`config.mk`:
```
export PLATFORM = sky130hd
export DESIGN_NAME = hazard_flush_ctrl
export DESIGN_NICKNAME = d
export VERILOG_FILES = /design/src/rtl/hazard_flush_ctrl.sv
export SDC_FILE = /design/constraint.sdc
export NUM_CORES = 1
export LEC_CHECK = 0
export CORE_MARGIN = 2
export CORE_UTILIZATION = 34
export DETAILED_ROUTE_END_ITERATION = 16
export MAX_ROUTING_LAYER = met4
export PLACE_DENSITY = 0.75
export REMOVE_ABC_BUFFERS = 1
export SLEW_MARGIN = 10
export SYNTH_ARGS = -nofsm -noshare
export SYNTH_HDL_FRONTEND = slang
export SYNTH_SLANG_ARGS = --single-unit
```
`constraint.sdc`:
```
create_clock -name clk -period 1.9 [get_ports clk]
set_input_delay 0.38 -clock clk [delete_from_list [all_inputs] [get_ports clk]]
set_output_delay 0.38 -clock clk [all_outputs]
set_load 0.005 [all_outputs]
```
`src/rtl/hazard_flush_ctrl.sv`:
```
// Hazard/flush controller: drives PC/IF-ID write enables and the IF/ID, ID/EX flush mux selectors.
// Optional perf counters (flush_count, stall_count) are built only when HAZARD_PERF_CNT_EN is defined.
module hazard_flush_ctrl #(
    parameter int REG_BITS     = 5,
    parameter int FLUSH_CYCLES = 2,
    parameter int STALL_CYCLES = 1,
    parameter int CNT_BITS     = 16
) (
    input  logic                clk,
    input  logic                rst,
    input  logic [REG_BITS-1:0] id_rs1,
    input  logic [REG_BITS-1:0] id_rs2,
    input  logic                id_uses_rs2,
    input  logic [REG_BITS-1:0] ex_rd,
    input  logic                ex_mem_read,
    input  logic                branch_taken,
    output logic                pc_write,
    output logic                if_id_write,
    output logic                if_id_flush_sel,
    output logic                id_ex_flush_sel,
    output logic                busy,
    output logic [CNT_BITS-1:0] flush_count,
    output logic [CNT_BITS-1:0] stall_count
);

    typedef enum logic [1:0] {
        RUN   = 2'd0,
        FLUSH = 2'd1,
        STALL = 2'd2
    } state_t;

    localparam logic [3:0] FLUSH_RELOAD = 4'(FLUSH_CYCLES - 1);
    localparam logic [3:0] STALL_RELOAD = 4'(STALL_CYCLES - 1);

    state_t     r_state;
    state_t     w_state_nxt;
    logic [3:0] r_cnt;
    logic [3:0] w_cnt_nxt;
    logic       w_haz;
    logic       w_flush_evt;
    logic       w_stall_evt;

    always_ff @(posedge clk or negedge rst) begin
        if (!rst) begin
            r_state <= RUN;
            r_cnt   <= 4'd0;
        end else begin
            r_state <= w_state_nxt;
            r_cnt   <= w_cnt_nxt;
        end
    end

    // Outputs are decoded in the same cycle: the flush muxes sit right behind us.
    always_comb begin
        w_haz = ex_mem_read && (ex_rd != '0) &&
                ((ex_rd == id_rs1) || (id_uses_rs2 && (ex_rd == id_rs2)));

        pc_write        = 1'b1;
        if_id_write     = 1'b1;
        if_id_flush_sel = 1'b0;
        id_ex_flush_sel = 1'b0;
        w_state_nxt     = r_state;
        w_cnt_nxt       = r_cnt;
        w_flush_evt     = 1'b0;
        w_stall_evt     = 1'b0;

        if (r_state == FLUSH) begin
            // A flushed slot cannot carry a real branch, so branch_taken is ignored here.
            if_id_flush_sel = 1'b1;
            id_ex_flush_sel = 1'b1;
            w_cnt_nxt       = r_cnt - 4'd1;
            if (r_cnt <= 4'd1) begin
                w_state_nxt = RUN;
                w_cnt_nxt   = 4'd0;
            end
        end else if (branch_taken) begin
            if_id_flush_sel = 1'b1;
            id_ex_flush_sel = 1'b1;
            w_flush_evt     = 1'b1;
            if (FLUSH_CYCLES > 1) begin
                w_state_nxt = FLUSH;
                w_cnt_nxt   = FLUSH_RELOAD;
            end else begin
                w_state_nxt = RUN;
                w_cnt_nxt   = 4'd0;
            end
        end else if (r_state == STALL) begin
            pc_write        = 1'b0;
            if_id_write     = 1'b0;
            id_ex_flush_sel = 1'b1;
            w_cnt_nxt       = r_cnt - 4'd1;
            if (r_cnt <= 4'd1) begin
                w_state_nxt = RUN;
                w_cnt_nxt   = 4'd0;
            end
        end else if (w_haz) begin
            pc_write        = 1'b0;
            if_id_write     = 1'b0;
            id_ex_flush_sel = 1'b1;
            w_stall_evt     = 1'b1;
            if (STALL_CYCLES > 1) begin
                w_state_nxt = STALL;
                w_cnt_nxt   = STALL_RELOAD;
            end
        end
    end

    assign busy = (r_state != RUN);

`ifdef HAZARD_PERF_CNT_EN
    logic [CNT_BITS-1:0] r_flush_count;
    logic [CNT_BITS-1:0] r_stall_count;

    // Both counters stick at all-ones instead of wrapping.
    always_ff @(posedge clk or negedge rst) begin
        if (!rst) begin
            r_flush_count <= '0;
            r_stall_count <= '0;
        end else begin
            if (w_flush_evt && (r_flush_count != '1))
                r_flush_count <= r_flush_count + 1'b1;
            if (w_stall_evt && (r_stall_count != '1))
                r_stall_count <= r_stall_count + 1'b1;
        end
    end

    assign flush_count = r_flush_count;
    assign stall_count = r_stall_count;
`else
    logic w_unused_evt;
    assign w_unused_evt = w_flush_evt | w_stall_evt;
    assign flush_count  = '0;
    assign stall_count  = '0;
`endif

endmodule

```
==> metrics.md <==
| Metric | Value |
|---|---|
| Max Slew Vio Count | 0 |
| Vias in the first global route | between 600 and 700 |
| Aggregate global routing overflow | 0 |
| Async SR Flop Fraction | 1.000 |
| Top Ports | 57 |
| Initial antenna violation count | 0 |
| Sw Ratio | 0.4235 |
| Number of synthesized flops with an enable pin | 0 |
| Via count | 698 |
| Max-cap viol count | 0 |
| Global-route usage over all layers | 0.1501 |
| Primary FF master, synth | dfrtp_1 |
| Critical Path End Type | primary output |
| ANT nets after route | 0 |
| Peak fanout along the critical path | 2 |
| Flops & latches, synth | 6 |
| Gpl congestion | slightly above 0.8 |
| Mapped cell area | 792.0 sq um |
| Routed WL per cell | between 10 and 15 um |
| Clock slew at reported path FFs | 60 ps |
| Synthesized instance count | just under 100 |
| Crit path launch type | primary input |
| Commonest non-fill, non-tap cell in the layout | conb_1 |
| Clock skew | between 10 and 15 ps |
| Clock Path Buffers | 2 |
| Critical Path RT | ~1500 ps |
| Max H-tree Level | 1 |
| Final HPWL DP | around 1500 um |
| DRT Pass-1 Iters | 4 |
| Core region area | between 2000 and 2500 sq um |
| Total Power | roughly 840 uW |
| Std cell rows | 17 |
| Pwr Density | 791.5 nW/um^2 |
| Fin Hold WS | ~370 ps |
| Cell accounting for the most synthesized area | buf_4 |
| Share of cells above drive strength 1 | 0.2667 |
| Inst Count DP | 159 |
| Run status | complete, no violations |
| Synth-to-Final Area Change | 33.33% |
| Final period util | 0.9833 |
| Final Setup Violations | 0 |
| Max IR drop VDD | between 0.0003 and 0.0004 V |
| DIE HEIGHT | 52.27 um |
| Die X | 52.27 um |
| Post-synth cell types | 29 |
| Seq/Total Area, Yosys | 0.1896 |
| Nets | ~160 |
| CP cell instances | clkdlybuf4s50_1, xnor2_1, a32oi_1, o31a_1, buf_2 |
| Die Area | 2732 sq um |
| I/O Buffers | 24 |
| Largest cells by area after synthesis | buf_4 31%, dfrtp_1 19%, xor2_1 10%, a211oi_1 5.7%, ha_1 3.2% |
| CTS root buffer | clkbuf_4 |
| CTS tree | yes |
| Worst Path Arrival | ~1500 ps |
| Vias per Instance | 4.282 |
| Clock tree sinks | 6 |
| Routed WL | 1778 um |
| Diode count | 0 |
| Commonest cells after routing, fill and taps aside | 32 x conb_1, 12 x buf_4, 6 x xor2_1, 6 x a211oi_1, 6 x dfrtp_1 |
| Final hold vios | 0 |
| DR iter-0 viols | 7 |
| Tmin final | approximately 1900 ps |
| P_sw | 354.0 uW |
| Critical Path Slowest Stage Cell | clkdlybuf4s50_1 |
| Clock Power Share | 0.151 |
| RSZ-0062 raised after global routing | true |
| Internal | a little under 500 uW |
| P_leak | 0.5224 nW |
| Combinational share of power | 0.579 |
| Max Fclk | 535.3 MHz |
| Final instance area | about 1100 sq um |
| Worst path max stage delay | ~470 ps |
| Setup TNS Final | 0 ps |
| Sequential Power Share | 0.270 |
| First-pass GRT wire length | about 2900 um |
| Pin count of the biggest net entering global routing | 8 |
| TritonCTS Buffers | 3 |
| DRC Markers | 0 |
| Worst-Skew Late Latency | between 200 and 300 ps |
| Fin cells | 163 |
| Yosys top cell area share | 0.3128 |
| CP Class | primary input to primary output |
| Initial Utilization | 0.3580 |
| Hold Crit Class | primary input to asynchronous set/reset pin |
| Yosys Warn Count | 0 |
| Placed Area | roughly 1000 sq um |
| Post-Syn Area per Cell | slightly above 8 sq um |
Yosys cell counts (all sizes together) (2+ instances only):
| cell type | number |
|---|---|
| or2 | 2 |
| o31a | 2 |
| inv | 5 |
| a211oi | 6 |
| nand2b | 3 |
| a21oi | 2 |
| o21ai | 8 |
| nand2 | 2 |
| nor2 | 3 |
| xor2 | 9 |
| dfrtp | 6 |
| nor3 | 2 |
| nand3 | 2 |
| buf | 33 |
| ha | 2 |
flip-flops by register name, summed over array words and instances, names as in the netlist:
signal	count
r_cnt	4
r_state	2
power groups by stage:
| stage | Combinational [mW] | Clock [mW] | Sequential [mW] |
|---|---|---|---|
| 6_report | 0.484 | 0.126 | 0.225 |
| 2_1_floorplan | 0.283 | 0 | 0.217 |
| 3_3_place_gp | 0.472 | 0 | 0.224 |
| 5_1_grt | 0.549 | 0.139 | 0.237 |
| 3_5_place_dp | 0.495 | 0 | 0.229 |
| 4_1_cts | 0.492 | 0.133 | 0.226 |
logic make-up (layout without fill, tap and decap cells):
logic type,count (synthesis),after routing,synth area share
buffers and inverters,39,45,0.3412
AOI/OAI and AO/OA,21,21,0.1769
xor gates and xnor gates,10,10,0.1106
adders and majority gates,2,2,0.03159
other,1,32,0.004735
and+or+nand+nor,19,19,0.1454
DFF,6,6,0.1896
cell type report:
cell class,count,area (sq um)
Sequential cell,6,150.1
Timing Repair Buffer,37,310.3
Fill cell,231,1156
Inverter,5,18.77
Tap cell,28,35.03
Multi-Input combinational cell,84,519.2
Clock buffer,3,22.52
metal layers:
layer  wire length [um]  global-route usage  share of wire  vias to the layer above
li1                   -                   -              -                      339
met1                635              0.1620           0.36                      319
met2                957              0.2658           0.54                       36
met3                144             0.02286          0.081                        4
met4                 40             0.07692          0.022                        0
met5                  0                   -              0                        -
worst paths after layout:
kind / from / endpoint / slack, ps / cells past startpoint
worst min register to register: r_cnt[2]$_DFFE_PN0P_ / r_cnt[2]$_DFFE_PN0P_ / 540 / 1
min in group clk: r_cnt[2]$_DFFE_PN0P_ / r_cnt[2]$_DFFE_PN0P_ / 540 / 1
worst max-delay path: id_rs2[0] / pc_write / 30 / 5
worst max register to register: r_cnt[0]$_DFFE_PN0P_ / r_cnt[1]$_DFFE_PN0P_ / 230 / 6
max in group asynchronous: rst / r_cnt[2]$_DFFE_PN0P_ / 1280 / 1
worst min-delay path: rst / r_cnt[1]$_DFFE_PN0P_ / 370 / 1
stage by stage:
| step | util | worst slack [ps] |
|---|---|---|
| 2_1_floorplan | - | 300.7 |
| 3_3_place_gp | 0.4621 | -663.1 |
| 3_5_place_dp | 0.4621 | -713.7 |
| 4_1_cts | 0.4762 | -78.56 |
| 5_1_grt | 0.4774 | -33.03 |
| 6_report | 0.4774 | 31.74 |
worst max-delay path, delay by kind of cell:
kind / cells / cell delay (ps)
AOI/OAI and AO/OA: 2 / 400
xor gates and xnor gates: 1 / 120
buffers and inverters: 2 / 600
repair_timing:
action,in CTS,in global routing
resized for setup,42,18
hold buffers,0,0
endpoints found under the hold margin,0,0
setup buffers,1,0
pin swaps,9,8
endpoints found under the setup margin,4,4
(Power assumes the default switching activity.)
